**config.mk**
```make
export PLATFORM = sky130hd
export DESIGN_NAME = enc_pulse_gen_flat
export DESIGN_NICKNAME = d
export VERILOG_FILES = /design/src/rtl/enc_pulse_gen_pkg.sv /design/src/rtl/enc_pulse_gen_if.sv /design/src/rtl/enc_pulse_stretch.sv /design/src/rtl/enc_pulse_gen.sv /design/src/flat_wrapper.sv
export SDC_FILE = /design/constraint.sdc
export NUM_CORES = 1
export LEC_CHECK = 0
export ABC_AREA = 0
export ABC_CLOCK_PERIOD_IN_PS = 3900
export BUFFER_PORTS_ARGS = -buffer_cell sky130_fd_sc_hd__buf_4
export CAP_MARGIN = 20
export CORE_MARGIN = 3
export CORE_UTILIZATION = 53
export DETAILED_ROUTE_END_ITERATION = 7
export GPL_ROUTABILITY_DRIVEN = 0
export PLACE_DENSITY_LB_ADDON = 0.3
export REMOVE_ABC_BUFFERS = 1
export SETUP_SLACK_MARGIN = 0.4
export SYNTH_ARGS = -nofsm -noshare
export SYNTH_HDL_FRONTEND = slang
export SYNTH_SLANG_ARGS = --single-unit
```
**constraint.sdc**
```tcl
create_clock -name clk -period 3.9 [get_ports clk]
set_input_delay 0.39 -clock clk [delete_from_list [all_inputs] [get_ports clk]]
set_output_delay 0.39 -clock clk [all_outputs]
set_load 0.1 [all_outputs]
```
**src/rtl/enc_pulse_gen_pkg.sv**
```systemverilog
`default_nettype none
// ============================================================================
// Package  : enc_pulse_gen_pkg
// Brief    : Shared state encoding and default timing for the encoder blocks.
// Revision : 1.0 - initial release
// ============================================================================
package enc_pulse_gen_pkg;

    localparam int unsigned c_WIN_LEN_DEF = 1024;
    localparam int unsigned c_PULSE_W_DEF = 4;
    localparam int unsigned c_RATE_W      = 7;

    typedef enum logic [0:0] {
        ST_IDLE = 1'b0,
        ST_RUN  = 1'b1
    } enc_state_t;

endpackage
`default_nettype wire

```
**src/rtl/enc_pulse_gen_if.sv**
```systemverilog
`default_nettype none
// ============================================================================
// Interface : enc_pulse_gen_if
// Brief     : Rate handshake and pulse-train outputs of the encoder emulator.
// Revision  : 1.0 - initial release
// ============================================================================
interface enc_pulse_gen_if;
    import enc_pulse_gen_pkg::*;

    logic                en;
    logic [c_RATE_W-1:0] rate;
    logic                rate_valid;
    logic                rate_ready;
    logic                pulse;
    logic                new_clk;
    logic [c_RATE_W-1:0] sent;
    logic                active;

    modport master (
        output en, rate, rate_valid,
        input  rate_ready, pulse, new_clk, sent, active
    );

    modport slave (
        input  en, rate, rate_valid,
        output rate_ready, pulse, new_clk, sent, active
    );

endinterface
`default_nettype wire

```
**src/rtl/enc_pulse_stretch.sv**
```systemverilog
`default_nettype none
// ============================================================================
// Module   : enc_pulse_stretch
// Brief    : Turns a one-cycle start strobe into a PULSE_W-cycle high level.
// Revision : 1.0 - initial release
// ============================================================================
module enc_pulse_stretch
    import enc_pulse_gen_pkg::*;
#(
    parameter int unsigned PULSE_W = c_PULSE_W_DEF
) (
    input  wire logic clk,
    input  wire logic reset,
    input  wire logic i_start,
    output logic      o_pulse
);

    localparam int unsigned          c_CNT_W = $clog2(PULSE_W + 1);
    localparam logic [c_CNT_W-1:0]   c_LOAD  = c_CNT_W'(PULSE_W);

    logic [c_CNT_W-1:0] r_cnt;

    always_ff @(posedge clk) begin
        if (!reset) begin
            r_cnt <= '0;
        end else if (i_start) begin
            r_cnt <= c_LOAD;
        end else if (r_cnt != '0) begin
            r_cnt <= r_cnt - c_CNT_W'(1);
        end
    end

    assign o_pulse = (r_cnt != '0);

endmodule
`default_nettype wire

```
**src/rtl/enc_pulse_gen.sv**
```systemverilog
`default_nettype none
// ============================================================================
// Module   : enc_pulse_gen
// Brief    : Emulated encoder; spreads 'rate' pulses evenly over each window.
// Revision : 1.0 - initial release
// ============================================================================
module enc_pulse_gen
    import enc_pulse_gen_pkg::*;
#(
    parameter int unsigned WIN_LEN = c_WIN_LEN_DEF,
    parameter int unsigned PULSE_W = c_PULSE_W_DEF
) (
    input  wire logic      clk,
    input  wire logic      reset,
    enc_pulse_gen_if.slave bus
);

    localparam int unsigned          c_K_W    = $clog2(WIN_LEN);
    localparam int unsigned          c_ACC_W  = $clog2(WIN_LEN + 128);
    localparam logic [c_K_W-1:0]     c_K_LAST = c_K_W'(WIN_LEN - 1);
    localparam logic [c_ACC_W-1:0]   c_WIN    = c_ACC_W'(WIN_LEN);

    enc_state_t          r_state;
    enc_state_t          w_state_next;
    logic [c_K_W-1:0]    r_k;
    logic [c_ACC_W-1:0]  r_acc;
    logic [c_ACC_W-1:0]  w_acc_sum;
    logic [c_ACC_W-1:0]  w_acc_next;
    logic [c_RATE_W-1:0] r_act_rate;
    logic [c_RATE_W-1:0] r_pend_val;
    logic [c_RATE_W-1:0] w_rate_eff;
    logic [c_RATE_W-1:0] r_cnt;
    logic [c_RATE_W-1:0] w_cnt_next;
    logic [c_RATE_W-1:0] r_sent;
    logic                r_pend;
    logic                w_run;
    logic                w_first;
    logic                w_last;
    logic                w_load;
    logic                w_accept;
    logic                w_start;
    logic                w_pulse;

    always_comb begin
        w_state_next = r_state;
        w_run        = (r_state == ST_RUN);
        w_first      = w_run && (r_k == '0);
        w_last       = w_run && (r_k == c_K_LAST);
        w_load       = w_first && r_pend;
        w_accept     = bus.rate_valid && !r_pend;
        // A rate promoted on k=0 already drives this window's first add.
        w_rate_eff   = w_load ? r_pend_val : r_act_rate;
        w_acc_sum    = (w_first ? {c_ACC_W{1'b0}} : r_acc)
                     + {{(c_ACC_W - c_RATE_W){1'b0}}, w_rate_eff};
        w_start      = w_run && (w_acc_sum >= c_WIN);
        w_acc_next   = w_start ? (w_acc_sum - c_WIN) : w_acc_sum;
        w_cnt_next   = r_cnt + {{(c_RATE_W - 1){1'b0}}, w_start};
        case (r_state)
            ST_IDLE: if (bus.en)            w_state_next = ST_RUN;
            ST_RUN:  if (w_last && !bus.en) w_state_next = ST_IDLE;
            default:                        w_state_next = ST_IDLE;
        endcase
    end

    always_ff @(posedge clk) begin
        if (!reset) begin
            r_state <= ST_IDLE;
        end else begin
            r_state <= w_state_next;
        end
    end

    always_ff @(posedge clk) begin
        if (!reset) begin
            r_k        <= '0;
            r_acc      <= '0;
            r_act_rate <= '0;
            r_pend_val <= '0;
            r_pend     <= 1'b0;
            r_cnt      <= '0;
            r_sent     <= '0;
        end else begin
            if (w_load) begin
                r_act_rate <= r_pend_val;
                r_pend     <= 1'b0;
            end else if (w_accept) begin
                r_pend_val <= bus.rate;
                r_pend     <= 1'b1;
            end
            if (w_run) begin
                r_k   <= w_last ? '0 : r_k + c_K_W'(1);
                r_acc <= w_acc_next;
            end else begin
                r_k   <= '0;
                r_acc <= '0;
            end
            if (w_last) begin
                r_sent <= w_cnt_next;
                r_cnt  <= '0;
            end else begin
                r_cnt  <= w_cnt_next;
            end
        end
    end

    enc_pulse_stretch #(
        .PULSE_W (PULSE_W)
    ) u_stretch (
        .clk     (clk),
        .reset   (reset),
        .i_start (w_start),
        .o_pulse (w_pulse)
    );

    assign bus.rate_ready = !r_pend;
    assign bus.pulse      = w_pulse;
    assign bus.new_clk    = w_last;
    assign bus.sent       = r_sent;
    assign bus.active     = w_run;

endmodule
`default_nettype wire

```
**src/flat_wrapper.sv**
```systemverilog
// flat-port wrapper written by rule: the top's interface ports become plain ports
module enc_pulse_gen_flat import enc_pulse_gen_pkg::*;
#(
    parameter int unsigned WIN_LEN = c_WIN_LEN_DEF,
    parameter int unsigned PULSE_W = c_PULSE_W_DEF
)
  (clk, reset, bus_en, bus_rate, bus_rate_valid, bus_rate_ready, bus_pulse, bus_new_clk, bus_sent, bus_active);
  enc_pulse_gen_if bus_i ();
  input  wire logic clk;
  input  wire logic reset;
  input wire logic [$bits(bus_i.en)-1:0] bus_en;
  input wire logic [$bits(bus_i.rate)-1:0] bus_rate;
  input wire logic [$bits(bus_i.rate_valid)-1:0] bus_rate_valid;
  output wire logic [$bits(bus_i.rate_ready)-1:0] bus_rate_ready;
  output wire logic [$bits(bus_i.pulse)-1:0] bus_pulse;
  output wire logic [$bits(bus_i.new_clk)-1:0] bus_new_clk;
  output wire logic [$bits(bus_i.sent)-1:0] bus_sent;
  output wire logic [$bits(bus_i.active)-1:0] bus_active;
  assign bus_i.en = bus_en;
  assign bus_i.rate = bus_rate;
  assign bus_i.rate_valid = bus_rate_valid;
  assign bus_rate_ready = bus_i.rate_ready;
  assign bus_pulse = bus_i.pulse;
  assign bus_new_clk = bus_i.new_clk;
  assign bus_sent = bus_i.sent;
  assign bus_active = bus_i.active;
  enc_pulse_gen #(.WIN_LEN(WIN_LEN), .PULSE_W(PULSE_W)) u_core (.clk(clk), .reset(reset), .bus(bus_i));
endmodule
```
==> metrics <==
Worst Hold End u_core.bus.active$_SDFF_PN0_; Slew Viols, Final 0; CTS sink cnt 54; clock root cell clkbuf_8; post-synthesis cell count 257; max-cap viol count 0; largest net degree at the start of global routing 34; setup violators final 0; number of flops mapped to enable cells by yosys 0; initial antenna violation count 0; Hold Path Class primary input to flop; H-tree depth 2; status finished clean; vias per inst 5.19; Nets 323; Cell Chain, Critical Path nor4_4 -> nand4b_2 -> or2_4 -> mux2_4 -> ha_4 -> fa_2 -> a211oi_4 -> o21ai_2 -> nand4_1 -> mux2i_2 -> ha_2 -> ha_4 -> and3_4 -> xnor2_2 -> nand2_1 -> o211a_1; asr flop ratio synth 0%; DR DRC count 0; final wirelength 4450 um; WP data arrival 3.95 ns; Slew headroom 47.6%; FF-to-FF path depth 16; final worst-path cycle share 96.0%; drt wl/cell 12.7 um; worst hold stages 3; most area-hungry cell type in the Yosys netlist dfxtp_1; Port Buffers 21; initial core utilization 56.3%; Layout area overhead 20.6%; CTS clk-pin slew, worst paths 0.09 ns; CP endpoint kind flop; P per Cell Area 363 nW/um^2; gr ovfl total 0; pre-CTS setup slack -0.177 ns; drt first pass iters 4; register area share after synthesis 43.2%; Startpoint Class flop; die area 5580 sq um; Core Util, Final 67.8%; delay-heaviest family, CP simple AND/OR/NAND/NOR gates; power after layout 1.09 mW; vias 1816; flops & latches, synth 54; worst vdd ir 257 uV; layout cells sized above 1 25.8%; die height 74.7 um; area of the multi-input gates 1410 sq um; CP Max Fanout 3; Crit path buffers/inverters 0; initial DRC count 72; Unique masters post-synth 41; Clock Skews 0.00517 ns; commonest cells in the netlist 54 x dfxtp_1, 27 x nor2_1, 22 x nand2_1; Fmax 267 MHz; RSZ-0062 raised after global routing yes; worst r2r src u_core.r_k[4]$_SDFF_PP0_; maximum clock insertion buffer count 2; vias in the first global route 1745; area share of the largest cell type after synthesis 43.2%; syn avg cell area 9.73 sq um; CTS tree built; cell with the most instances after synthesis dfxtp_1; sequential cell area 1080 sq um; HPWL after DPL 3060 um; CP required 4.11 ns; Synth Flop Type dfxtp_1; final setup margin 0.155 ns; IO Count 22; highest-delay cell along the critical path fa_2; most used cell, CP ha_4; row count 24; post-route antenna net violation count 0; Synthesis Warnings 0; crit path time final 3.75 ns; ANT cells 0; Largest stage delay, worst path 0.42 ns; Worst Min Path Start bus_en; gr usage total 17.1%; Post-Synthesis Cell Area 2500 sq um; Setup CP Type flop to flop; Core ar. 4440 sq um; Leakage Power 1.40 nW; synth top area cells dfxtp_1 43%, ha_1 7.0%, xor2_1 4.9%, mux2_4 4.2%, nor2_1 4.1%; FILL cells 346; RR Endpoint u_core.bus.sent[6]$_SDFFE_PN0P_; Fin. Hold Viols 0; DIE WIDTH 74.7 um; CTS buffer count 5; clk_lat worst skew 0.30 ns; Tightest Pin Transition 0.785 ns; first-pass GRT wire length 7300 um; R2R setup slack 0.15 ns
==> worst max path at each step <==
| stage | start | endpoint | slack [ns] | cells after the start |
|---|---|---|---|---|
| 3_5_place_dp | u_core.r_k[5]$_SDFF_PP0_ | u_core.bus.sent[6]$_SDFFE_PN0P_ | -0.18 | 16 |
| 3_3_place_gp | u_core.r_k[5]$_SDFF_PP0_ | u_core.bus.sent[6]$_SDFFE_PN0P_ | 0.04 | 16 |
| 6_report | u_core.r_k[4]$_SDFF_PP0_ | u_core.bus.sent[6]$_SDFFE_PN0P_ | 0.15 | 16 |
| 5_1_grt | u_core.r_k[6]$_SDFF_PP0_ | u_core.bus.sent[6]$_SDFFE_PN0P_ | 0.0007 | 16 |
| 2_1_floorplan | u_core.bus.active$_SDFF_PN0_ | u_core.bus.sent[6]$_SDFFE_PN0P_ | -1.06 | 16 |
| 4_1_cts | u_core.r_k[4]$_SDFF_PP0_ | u_core.bus.sent[6]$_SDFFE_PN0P_ | 0.11 | 16 |
==> state kept, by name, indices dropped and copies added, names as in the netlist <==
name / cells
u_core.bus.active: 1
u_core.bus.sent: 7
u_core.r_acc: 11
u_core.r_act_rate: 7
u_core.r_cnt: 7
u_core.r_k: 10
u_core.r_pend: 1
u_core.r_pend_val: 7
u_core.u_stretch.r_cnt: 3
==> final cells by class <==
type	instances	area share, %
multi-input cells	184	46.9
clock inverters	1	0.166
clock buffers	7	2.86
well taps	52	2.16
repair buffers	41	10.6
flip-flops and latches	54	35.9
inverters	11	1.37
==> per-layer routing <==
layer  wire (um)  vias up  share of wire [%]  global-route usage, %
met5           0        -                  0                      0
met4          85        0                1.9                   6.72
met3         160        9                3.6                   5.07
met2        2160       28                 49                   29.8
met1        2040      837                 46                   19.7
li1            -      942                  -                      -
==> cells in the final DEF, fill, tap and decap left out, types with 7 or more instances in the layout <==
| cell | count |
|---|---|
| dfxtp_1 | 52 |
| nand3_1 | 9 |
| and2_1 | 14 |
| xor2_1 | 14 |
| ha_1 | 11 |
| nor2b_1 | 10 |
| nor2_1 | 27 |
| buf_4 | 40 |
| mux2_4 | 7 |
| inv_1 | 11 |
| nand2_1 | 22 |
| mux2i_1 | 8 |
==> logic make-up after synthesis <==
family	synth area share, %
xor gates and xnor gates	7.36
other	0.150
muxes	8.26
buffers and inverters	3.20
adders and majority gates	7.81
AOI/OAI and AO/OA	7.21
DFF	43.2
and+or+nand+nor	22.8
==> timing repair <==
item	in CTS	in global routing
gates resized for setup	15	3
buffers inserted	4	1
endpoints found under the setup margin	14	14
pin swaps	11	5
hold buffers	0	0
==> through the flow <==
step / hold WS (ns) / instances / setup TNS (ns) / instance area [sq um]
finish: 0.273 / 350 / 0 / 3010
global route: 0.298 / 350 / 0 / 3010
CTS: 0.271 / 349 / 0 / 3000
detailed placement: 0.458 / 337 / -0.307 / 2810
global placement: 0.441 / 337 / 0 / 2810
floorplan: 0.426 / 249 / -11.53 / 2460
==> power by group <==
part           internal (mW)  total, mW  switching (mW)
Clock                  0.144      0.317           0.173
Combinational         0.0747      0.196           0.121
Sequential             0.570      0.580          0.0104
==> tightest hold or removal path: cells and delay by family <==
| family | cells | cell delay, ns |
|---|---|---|
| buffers and inverters | 1 | 0.08 |
| AND/OR/NAND/NOR | 2 | 0.09 |
Note: power is estimated with default switching activity, not from simulation.
